`src/rtl/riscv_pkg.sv`:
```
// Shared core-wide widths, fetch FSM encoding and PC alignment mask.
package riscv_pkg;

    localparam int unsigned XLEN = 64;
    localparam int unsigned ILEN = 32;

    localparam logic [XLEN-1:0] PC_ALIGN_MASK = ~64'h3;

    typedef enum logic [1:0] {
        REQ,
        WAIT,
        HOLD,
        DROP
    } fetch_state_t;

endpackage

```
`src/rtl/fetch_pc_reg.sv`:
```
// Program counter: reset load, redirect load (word-aligned) over sequential increment.
module fetch_pc_reg
    import riscv_pkg::*;
#(
    parameter logic [XLEN-1:0] RESET_PC = '0,
    parameter int unsigned     PC_STEP  = 4
) (
    input  logic            clk,
    input  logic            rst_n,
    input  logic            inc,
    input  logic            load,
    input  logic [XLEN-1:0] load_pc,
    output logic [XLEN-1:0] pc
);

    always_ff @(posedge clk) begin
        if (!rst_n) begin
            pc <= RESET_PC;
        end else if (load) begin
            pc <= load_pc & PC_ALIGN_MASK;
        end else if (inc) begin
            pc <= pc + XLEN'(PC_STEP);
        end
    end

endmodule

```
`src/rtl/fetch_unit.sv`:
```
// Instruction fetch stage: single-outstanding imem requests, stall holding and
// redirect handling, feeding the IF/ID buffer.
module fetch_unit
    import riscv_pkg::*;
#(
    parameter logic [XLEN-1:0] RESET_PC = 64'h0000_0000_0000_0000,
    parameter int unsigned     PC_STEP  = 4
) (
    input  logic            clk,
    input  logic            rst_n,
    input  logic            stall,
    input  logic            redirect_valid,
    input  logic [XLEN-1:0] redirect_pc,
    output logic            imem_req_valid,
    input  logic            imem_req_ready,
    output logic [XLEN-1:0] imem_req_addr,
    input  logic            imem_resp_valid,
    input  logic [ILEN-1:0] imem_resp_data,
    output logic [ILEN-1:0] nextInstruc,
    output logic [XLEN-1:0] nextPC,
    output logic            e_write,
    output logic            IF_flush
);

    fetch_state_t    state, state_nx;
    logic [XLEN-1:0] pc;
    logic [XLEN-1:0] inflight_pc;
    logic [ILEN-1:0] hold_instr;
    logic [XLEN-1:0] hold_pc;
    logic            pc_inc;
    logic            cap_inflight;
    logic            cap_hold;

    fetch_pc_reg #(
        .RESET_PC (RESET_PC),
        .PC_STEP  (PC_STEP)
    ) u_pc (
        .clk     (clk),
        .rst_n   (rst_n),
        .inc     (pc_inc),
        .load    (redirect_valid),
        .load_pc (redirect_pc),
        .pc      (pc)
    );

    always_ff @(posedge clk) begin
        if (!rst_n) begin
            state       <= REQ;
            inflight_pc <= '0;
            hold_instr  <= '0;
            hold_pc     <= '0;
        end else begin
            state <= state_nx;
            if (cap_inflight) begin
                inflight_pc <= pc;
            end
            if (cap_hold) begin
                hold_instr <= imem_resp_data;
                hold_pc    <= inflight_pc;
            end
        end
    end

    always_comb begin
        state_nx       = state;
        imem_req_valid = 1'b0;
        imem_req_addr  = '0;
        nextInstruc    = '0;
        nextPC         = '0;
        e_write        = 1'b0;
        IF_flush       = 1'b0;
        pc_inc         = 1'b0;
        cap_inflight   = 1'b0;
        cap_hold       = 1'b0;

        case (state)
            REQ: begin
                imem_req_valid = 1'b1;
                imem_req_addr  = pc;
                if (imem_req_ready) begin
                    cap_inflight = 1'b1;
                    state_nx     = WAIT;
                end
            end
            WAIT: begin
                if (imem_resp_valid) begin
                    if (!stall) begin
                        e_write     = 1'b1;
                        nextInstruc = imem_resp_data;
                        nextPC      = inflight_pc;
                        pc_inc      = 1'b1;
                        state_nx    = REQ;
                    end else begin
                        cap_hold = 1'b1;
                        state_nx = HOLD;
                    end
                end
            end
            HOLD: begin
                nextInstruc = hold_instr;
                nextPC      = hold_pc;
                e_write     = ~stall;
                if (!stall) begin
                    pc_inc   = 1'b1;
                    state_nx = REQ;
                end
            end
            DROP: begin
                if (imem_resp_valid) begin
                    state_nx = REQ;
                end
            end
            default: state_nx = REQ;
        endcase

        // Redirect overrides any handover; a response still owed after it must be drained in DROP.
        if (redirect_valid) begin
            IF_flush    = 1'b1;
            e_write     = 1'b0;
            nextInstruc = '0;
            nextPC      = '0;
            pc_inc      = 1'b0;
            cap_hold    = 1'b0;
            case (state)
                REQ:     state_nx = imem_req_ready ? DROP : REQ;
                WAIT:    state_nx = imem_resp_valid ? REQ : DROP;
                HOLD:    state_nx = REQ;
                DROP:    state_nx = imem_resp_valid ? REQ : DROP;
                default: state_nx = REQ;
            endcase
        end

        if (!rst_n) begin
            imem_req_valid = 1'b0;
            imem_req_addr  = '0;
            nextInstruc    = '0;
            nextPC         = '0;
            e_write        = 1'b0;
            IF_flush       = 1'b0;
        end
    end

endmodule
```
`config.mk`:
```
export PLATFORM = sky130hd
export DESIGN_NAME = fetch_unit
export DESIGN_NICKNAME = d
export VERILOG_FILES = /design/src/rtl/riscv_pkg.sv /design/src/rtl/fetch_pc_reg.sv /design/src/rtl/fetch_unit.sv
export SDC_FILE = /design/constraint.sdc
export NUM_CORES = 1
export LEC_CHECK = 0
export ABC_AREA = 1
export CORE_MARGIN = 2
export CORE_UTILIZATION = 55
export CTS_CLUSTER_DIAMETER = 120
export DETAILED_ROUTE_END_ITERATION = 10
export GPL_TIMING_DRIVEN = 0
export PLACE_DENSITY = 0.86
export SLEW_MARGIN = 20
export SYNTH_ARGS = -nofsm -noshare
export SYNTH_HDL_FRONTEND = slang
export SYNTH_HIERARCHICAL = 1
export SYNTH_SLANG_ARGS = --single-unit
```
`constraint.sdc`:
```
create_clock -name clk -period 4 [get_ports clk]
set_input_delay 0.4 -clock clk [delete_from_list [all_inputs] [get_ports clk]]
set_output_delay 0.4 -clock clk [all_outputs]
set_load 0.005 [all_outputs]
```
==> reports/results.txt <==
status - complete, no violations
Syn-to-layout area delta - 30.9%
FF-to-FF End - u_pc/pc[51]
post-CTS setup buffers - 0
CP required - 3600 ps
post-DP HPWL - 33600 µm
Worst-Skew Late Latency - 530 ps
fin. max-slew vios - 0
leakage power - 0.00565 µW
asr flop ratio synth - 0%
vias in the first global route - 13000
YS warnings - 6
Final Cycle Share - 86.5%
post-cts hold buffer count - 0
RSZ-0062 raised after global routing - no
initial antenna violation count - 0
Clk pwr share - 37.3%
DR WL/cell - 18.3 µm
Setup Crit Path Kind - flop to output pin
maximum level of the CTS H-tree - 1
die height - 152 µm
CP Launch Type - flop
Max-Cap Viols - 0
Mapped Cells - 1852
total vias in the final route - 13800
syn_area_per_cell - 6.53 µm²
Max-slew headroom - 49.0%
crit path max fanout - 10
Psw - 1800 µW
Synth area leaders - dfxtp_1 (37%), nand2_1 (13%), nor2_1 (11%), a21oi_1 (8.5%), o21ai_0 (6.0%)
reg2reg start - state[1]
area leader, netlist - dfxtp_1
R2R depth - 11
Clock Skew - 12.6 ps
Commonest cells post-synth - nand2_1 (414), nor2_1 (368), dfxtp_1 (224), a21oi_1 (206), o21ai_0 (145)
antenna-violating nets left - 0
Post-CTS Resized - 0
largest net degree at the start of global routing - 14
IO Count - 265
hold slack final - 469 ps
GPL Wtd Cong - 0.967
# port buffers - 260
starting density of the core - 55.7%
Seq pwr share - 43.8%
# diodes - 0
worst min-delay path category - input port to flop
Core ar. - 21700 µm²
CTS tree - built
register area share after synthesis - 37.1%
Root Buffer - clkbuf_16
Worst setup EP type - output pin
final core occ - 73.0%
WHS Path Cells - 3
Die X - 152 µm
GRT Residual Overflow - 0
first-pass GRT wire length - 68600 µm
nets - 2248
VDD IR max - 380 µV
initial DRC count - 1566
Max clock buf depth - 3
sw frac - 30.1%
Yosys reg bits - 224
Final setup viols - 0
Worst Tran Pin Value - 764 ps
Mapped Area - 12100 µm²
Finished Cell Area - 15800 µm²
EDFF count, synth - 0
post-DR vias/cell - 5.66
combinational power share - 18.9%
setup TNS - 0 ps
DRC - 0
min-delay src - redirect_pc[18]
fill count - 1799
placed inst area - 15000 µm²
Synth Flop Type - dfxtp_1
Post-Route WL - 44400 µm
count leader, synth - nand2_1
Cell Rows - 54
Critical Path AT - 3060 ps
Total Die Area - 23200 µm²
internal power - 4180 µW
number of buffers created by CTS - 24
Reg clk slew, reported paths - 60 ps
Final min period - 3460 ps
Final Hold Vio Count - 0
Initial DRT Pass Iterations - 8
clk sinks - 224
PD cells - 378 nW/µm²
total track usage - 36.5%
reg-to-reg slack, setup - 1020 ps
fmax - 289 MHz
worst hold path endpoint - u_pc/pc[18]
Synth top area share - 37.1%
Cell variety after synth - 35
share of cells above drive strength 1 - 7.15%
[worst max path at each step]
stage,from,endpoint,slack [ps],depth (start not counted)
after floorplan,state[1],u_pc/pc[50],2060,11
after global placement,rst_n,imem_req_addr[32],650,7
after detailed placement,rst_n,imem_req_addr[25],690,7
after CTS,state[1],nextInstruc[15],610,9
after global routing,state[0],nextPC[62],510,8
final,state[1],nextPC[37],540,8
[flip-flops by register name (all words and copies together) (netlist names)]
signal,count
hold_instr,32
hold_pc,64
state,2
inflight_pc,64
u_pc/pc,62
[cell families (layout without fill, tap and decap cells)]
kind of cell / after synthesis / count (layout) / share of synthesized area (%)
compound gates: 454 / 454 / 20.5
xor+xnor: 29 / 29 / 2.10
fa+ha+maj: 7 / 7 / 0.724
buf+inv: 249 / 550 / 9.33
flops: 224 / 224 / 37.1
other cells: 1 / 2 / 0.0310
simple gates: 888 / 888 / 30.2
[layout make-up]
class	count	area, µm²	area share, %
clock inverter	9	95.1	0.601
buffer	117	632	3.99
clock buffer	32	682	4.31
inverter	132	495	3.13
timing repair buffer	260	2600	16.4
sequential	224	4480	28.3
tap	280	350	2.21
multi-input combinational	1380	6480	41.0
[worst max-delay path, stage by stage, from the launching register on]
cell	delay, ps
dfxtp_1	350
inv_1	130
ha_1	220
nand2_1	110
nor2_2	380
buf_2	320
nand2_1	100
a21oi_1	350
clkdlybuf4s50_1	580
[cells in the final DEF, fill, tap and decap left out, types with 8 or more instances in the layout]
master           count
nand2_1            414
nor2_1             368
clkdlybuf4s50_1    260
dfxtp_1            224
a21oi_1            206
o21ai_0            145
inv_1              126
nand3_1             59
clkbuf_1            56
a22oi_1             45
buf_2               41
o21ai_1             27
clkbuf_16           25
xnor2_1             20
buf_4               12
nand2_2             12
o21bai_1            12
a31oi_1             11
xor2_1               9
clkbuf_8             8
[per-stage QoR]
| stage | std cells | power [µW] | setup WS (ps) |
|---|---|---|---|
| finish | 2434 | 5970 | 538 |
| global route | 2434 | 6200 | 509 |
| CTS | 2434 | 5950 | 610 |
| detailed placement | 2393 | 3740 | 690 |
| global placement | 2393 | 3710 | 655 |
| floorplan | 1853 | 3260 | 2060 |
[power groups by stage]
stage	Combinational, µW	Sequential, µW	Clock, µW
floorplan	669	2590	0
global placement	1070	2640	0
detailed placement	1090	2650	0
CTS	1110	2610	2240
global route	1230	2640	2330
finish	1130	2620	2230
[routing by layer]
layer	vias up	track usage [%]	wire [µm]
met3	120	5.12	3740
met1	6385	46.2	18000
met4	0	16.3	1990
met2	720	62.0	20700
met5	-	0	0
li1	6545	-	-
No activity file was read; power rests on OpenSTA's default activity.
==> patch 1: new RTL, same settings <==
The 4 states of `fetch_state_t` get a Gray code encoding in 2 bits.
--- a/src/rtl/riscv_pkg.sv
+++ b/src/rtl/riscv_pkg.sv
@@ -9,6 +9,6 @@
     typedef enum logic [1:0] {
-        REQ,
-        WAIT,
-        HOLD,
-        DROP
+        REQ  = 2'b00,
+        WAIT = 2'b01,
+        HOLD = 2'b11,
+        DROP = 2'b10
     } fetch_state_t;
Check against the original RTL: same outputs for any inputs over 4 cycles, from zero or initial values and one cycle with rst_n low; so few cycles prove little.
==> patch 1 against the original RTL <==
First-iteration DRC count increased by 10%; total power is 3.2% lower; combinational power fell by 25%; wire length increased by 4.2%; register-to-register slack worse by 210 ps; critical endpoint is now nextInstruc[20]; sequential share of layout area fell by 0.64 points; synthesized area rose by 2.4%; setup slack got worse by 31 ps; highest routed layer unchanged; non-clock buffer count rose by 21; count of clock-buffer cells in the layout is 1 higher; sequential cell count did not move; design area is 2.3% higher.
==> patch 1: results (changes against the original RTL) <==
- Status: finished clean
- R2r worst-path depth: 12 (+1)
- PostCTS Resize Cnt: 0 (unchanged)
- Number of buffers added on ports: 259 (-0.38%)
- Worst hold path type: in2reg
- Crit path DAT: 3090 ps (+30 ps)
- Layout cells sized above 1: 0.06465 (-0.006846)
- Hold slack: 456.0 ps (-13.36 ps)
- Clk power: 2.42 mW (+9%)
- Post-Route WL: 46310 um (+4.2%)
- Clock Tree Buf Depth: 3 (unchanged)
- Switching fraction of total power: 0.2797 (-0.02124)
- Commonest cells post-synth: nor2_1, nand2_1, dfxtp_1, a21oi_1
- Worst Tran Pin Value: 721.8 ps (-42.54 ps)
- CTS buffer count: 25 (+4.2%)
- Worst R2R Setup Slack: 810 ps (-210 ps)
- Setup Skew: 7.012 ps (-5.580 ps)
- Total number of vias: 14470 (+5.1%)
- Tot GR Track Use: 0.3714 (+0.006371)
- Vias per cell: 5.880 (+3.9%)
- Initial DRC count: 1722 (+10%)
- LEAKAGE: 5.638 nW (-0.15%)
- Dpl cells: 2416 (+0.96%)
- Worst vdd rail ir drop: 354.4 uV (-6.8%)
- Vias in the first global route: 13300 (+2.2%)
- Avg Cell Area, Syn: 6.601 sq um (+1.1%)
- Drt pass-1 iters: 6 (-2)
- First-pass GRT wire length: 71110 um (+3.7%)
- GP Congestion: 0.9783 (+1.1%)
- Post-CTS Setup Repair Bufs: 0 (unchanged)
- Top cells by area, synth: dfxtp_1, nor2_1, nand2_1, a21oi_1, nand4_1
- DP HPWL: 34470 um (+2.7%)
- Netlist cell types: 39 (+11%)
-- patch 1: changes by cell type in the layout (fill, tap and decap cells not counted), sizes merged, moves of 2 or more --
cell      delta
clkinvlp     +4
bufinv       +2
buf          -3
clkbuf      +26
nand4       +96
nand2       -99
clkinv       -2
nand3        +2
-- patch 1: through the flow --
step | instance area, sq um | setup slack (ps)
after floorplan | 12390 | 1876
after global placement | 15330 | 717.2
after detailed placement | 15330 | 687.7
after CTS | 16190 | 542.0
after global routing | 16190 | 440.3
final | 16190 | 507.7
-- patch 1: layout make-up --
cell class / count / area (sq um)
plain buffers: 139 / 676.9
clock buffers: 33 / 685.7
clock inverters: 12 / 173.9
fillers: 1855 / 5768
inverters: 133 / 500.5
multi-input cells: 1381 / 6726
flip-flops and latches: 224 / 4484
well taps: 280 / 350.3
repair buffers: 259 / 2592
-- patch 1: cells by family after synthesis --
group                      count (synthesis)  synth area share
adders and majority gates                  7          0.007072
and+or+nand+nor                          887            0.3132
DFF                                      224            0.3621
buffers and inverters                    272           0.09507
xor gates and xnor gates                  29           0.02051
AOI/OAI and AO/OA                        456            0.2018
other                                      1         0.0003028
-- patch 1: worst max-delay path: stages, from the launching register on --
cell and delay, ps:
dfxtp_1 350, inv_1 140, ha_1 230, buf_2 330, buf_2 310, buf_2 260
nand4_1 120, a21oi_1 280, clkdlybuf4s50_1 560
-- patch 1: routing by layer --
metal / routed length (um) / GRT usage
met5: 0 / 0
met4: 2096 / 0.1651
met3: 4648 / 0.05327
met2: 21390 / 0.6291
met1: 18180 / 0.4711
-- patch 1: final timing paths --
check	from	end
worst min-delay path	redirect_pc[16]	u_pc/pc[16]
worst max-delay path	state[1]	nextInstruc[20]
worst min register to register	hold_instr[24]	hold_instr[24]
worst max register to register	state[1]	u_pc/pc[12]
==> patch 2: new RTL, config.mk and constraints unchanged <==
Made on the original files. The package constant `ILEN` goes from 32 to 48.
--- a/src/rtl/riscv_pkg.sv
+++ b/src/rtl/riscv_pkg.sv
@@ -4,3 +4,3 @@
     localparam int unsigned XLEN = 64;
-    localparam int unsigned ILEN = 32;
+    localparam int unsigned ILEN = 48;
 
Ports: changed (resized imem_resp_data and nextInstruc); port bits go from 265 to 297. No check against the original RTL was run, so the function may have changed too.
==> patch 2 against the original RTL <==
Sequential cell count up 16; largest power group unchanged; total power up 7.8%; synthesized area up 5.8%; sequential share of layout area about the same; design area up 7.3%; setup slack worse by 180 ps; synthesized cell count up 6.7%; wire length up 4.8%; core utilization up 1.8 points; clock power up 12%; worst hold slack worse by 24 ps; sequential power up 7%.
==> patch 2: results (changes against the original RTL) <==
- Hold slack: 445.8 ps (-23.52 ps)
- Setup Skew: 13.76 ps (+1.167 ps)
- Switching fraction of total power: 0.2996 (-0.001297)
- Filler Cell Count: 1843 (+2.4%)
- H-Tree Level Count: 1 (unchanged)
- Tot GR Track Use: 0.3651 (about the same)
- Worst skew pair latency: 540 ps
- Worst Hold Depth: 3 (unchanged)
- Post-synth ARST share: 0 (unchanged)
- R2R Path Start: state[1]
- R2R Path End: u_pc/pc[52]
- First-pass GRT wire length: 71010 um (+3.5%)
- Avg Cell Area, Syn: 6.470 sq um (-0.88%)
- LEAKAGE: 6.421 nW (+14%)
- Worst R2R Setup Slack: 960 ps (-60 ps)
- PostCTS Resize Cnt: 0 (unchanged)
- Nets: 2422 (+7.7%)
- M1 WL: 18950 um (+5.3%)
- Worst setup startpoint: rst_n
- Hold Startpoint: redirect_pc[15]
- Slew headroom: 0.5138 (+0.02336)
- Largest net degree at the start of global routing: 14 (unchanged)
- Worst vdd rail ir drop: 373.7 uV (-1.7%)
- GP Congestion: 0.9430 (-2.5%)
- DP HPWL: 35230 um (+5.0%)
- Drt pass-1 iters: 9 (+1)
- Setup crit end: imem_req_addr[28]
- Netlist cell types: 35 (unchanged)
- Worst hold path type: in2reg
- CTS buffer count: 26 (+8.3%)
- Initial antenna violation count: 4 (+4)
- Top cells by area, synth: dfxtp_1, nand2_1, nor2_1, a21oi_1, o21ai_0
- Post-CTS Setup Repair Bufs: 0 (unchanged)
- Layout cells sized above 1: 0.06304 (-0.008455)
- R2r worst-path depth: 11 (unchanged)
- Part of the Yosys area used for sequential elements: 0.3758 (+0.004870)
- Highest metal used: met4
- Largest registers: hold_pc (64), inflight_pc (64), u_pc/pc (62)
- Vias per cell: 5.682 (+0.43%)
- DR WL met2: 21670 um (+4.6%)
- Vias in the first global route: 13500 (+3.7%)
- Post-DR wirelength/cell: 17.88 um (-2.1%)
- Met3 Wirelength: 4146 um (+11%)
- Worst hold endpoint: u_pc/pc[15]
- Status: finished clean
- Crit path DAT: 3240 ps (+180 ps)
- Commonest cells post-synth: nand2_1, nor2_1, dfxtp_1, a21oi_1, o21ai_0
- Clock Tree Buf Depth: 3 (unchanged)
- Max FO, Critical Path: 10 (unchanged)
- Finished Layout Cells: 2606 (+7.1%)
- Clock transition at the registers of the reported paths: 60 ps (about the same)
- Number of buffers added on ports: 292 (+12%)
- Initial DRC count: 1827 (+17%)
- Ys Warns: 6 (unchanged)
- Clock root buffer master: clkbuf_16
## patch 2: area by class of cell
type,count,share of cell area
Multi-Input combinational cell,1475,0.4049
Sequential cell,240,0.2830
Timing Repair Buffer,292,0.1722
Clock buffer,39,0.04651
Buffer,129,0.03597
Inverter,133,0.02941
Tap cell,285,0.02101
Clock inverter,8,0.006265
Antenna cell,5,0.0007370
## patch 2: critical path, cell delays in order
cell	delay, ps
clkdlybuf4s50_1	610
buf_2	410
nand2_1	210
clkbuf_1	370
clkbuf_1	330
nor2_1	310
clkdlybuf4s50_1	570
## patch 2: per-stage QoR
step	power (mW)	instance area, sq um	setup WS, ps	util
after global routing	6.653	16970	336.9	0.7474
after CTS	6.399	16960	448.4	0.7470
after detailed placement	3.937	16070	449.9	0.7075
final	6.439	16980	358.9	0.7475
after global placement	3.903	16070	416.0	0.7075
after floorplan	3.422	12790	2011	-
## patch 2: metal layers
| metal | global-route usage | up-vias |
|---|---|---|
| met4 | 0.1477 | 0 |
| met5 | 0 | - |
| met1 | 0.4778 | 6789 |
| met2 | 0.6115 | 861 |
| li1 | - | 7029 |
| met3 | 0.04680 | 128 |
## patch 2: kinds of logic (layout without fill, tap and decap cells)
kind of cell,after synthesis,after routing,share of synthesized area
flops,240,240,0.3758
xor+xnor,29,29,0.01987
simple gates,951,951,0.3042
compound gates,486,486,0.2062
fa+ha+maj,7,7,0.006850
other cells,1,7,0.0002933
buf+inv,262,601,0.08681
## patch 2: power by group through the flow
stage | Combinational [mW] | Sequential [mW] | Clock [mW]
floorplan | 0.655 | 2.77 | 0
global placement | 1.08 | 2.83 | 0
detailed placement | 1.10 | 2.84 | 0
CTS | 1.11 | 2.79 | 2.50
global route | 1.24 | 2.82 | 2.59
finish | 1.14 | 2.80 | 2.50
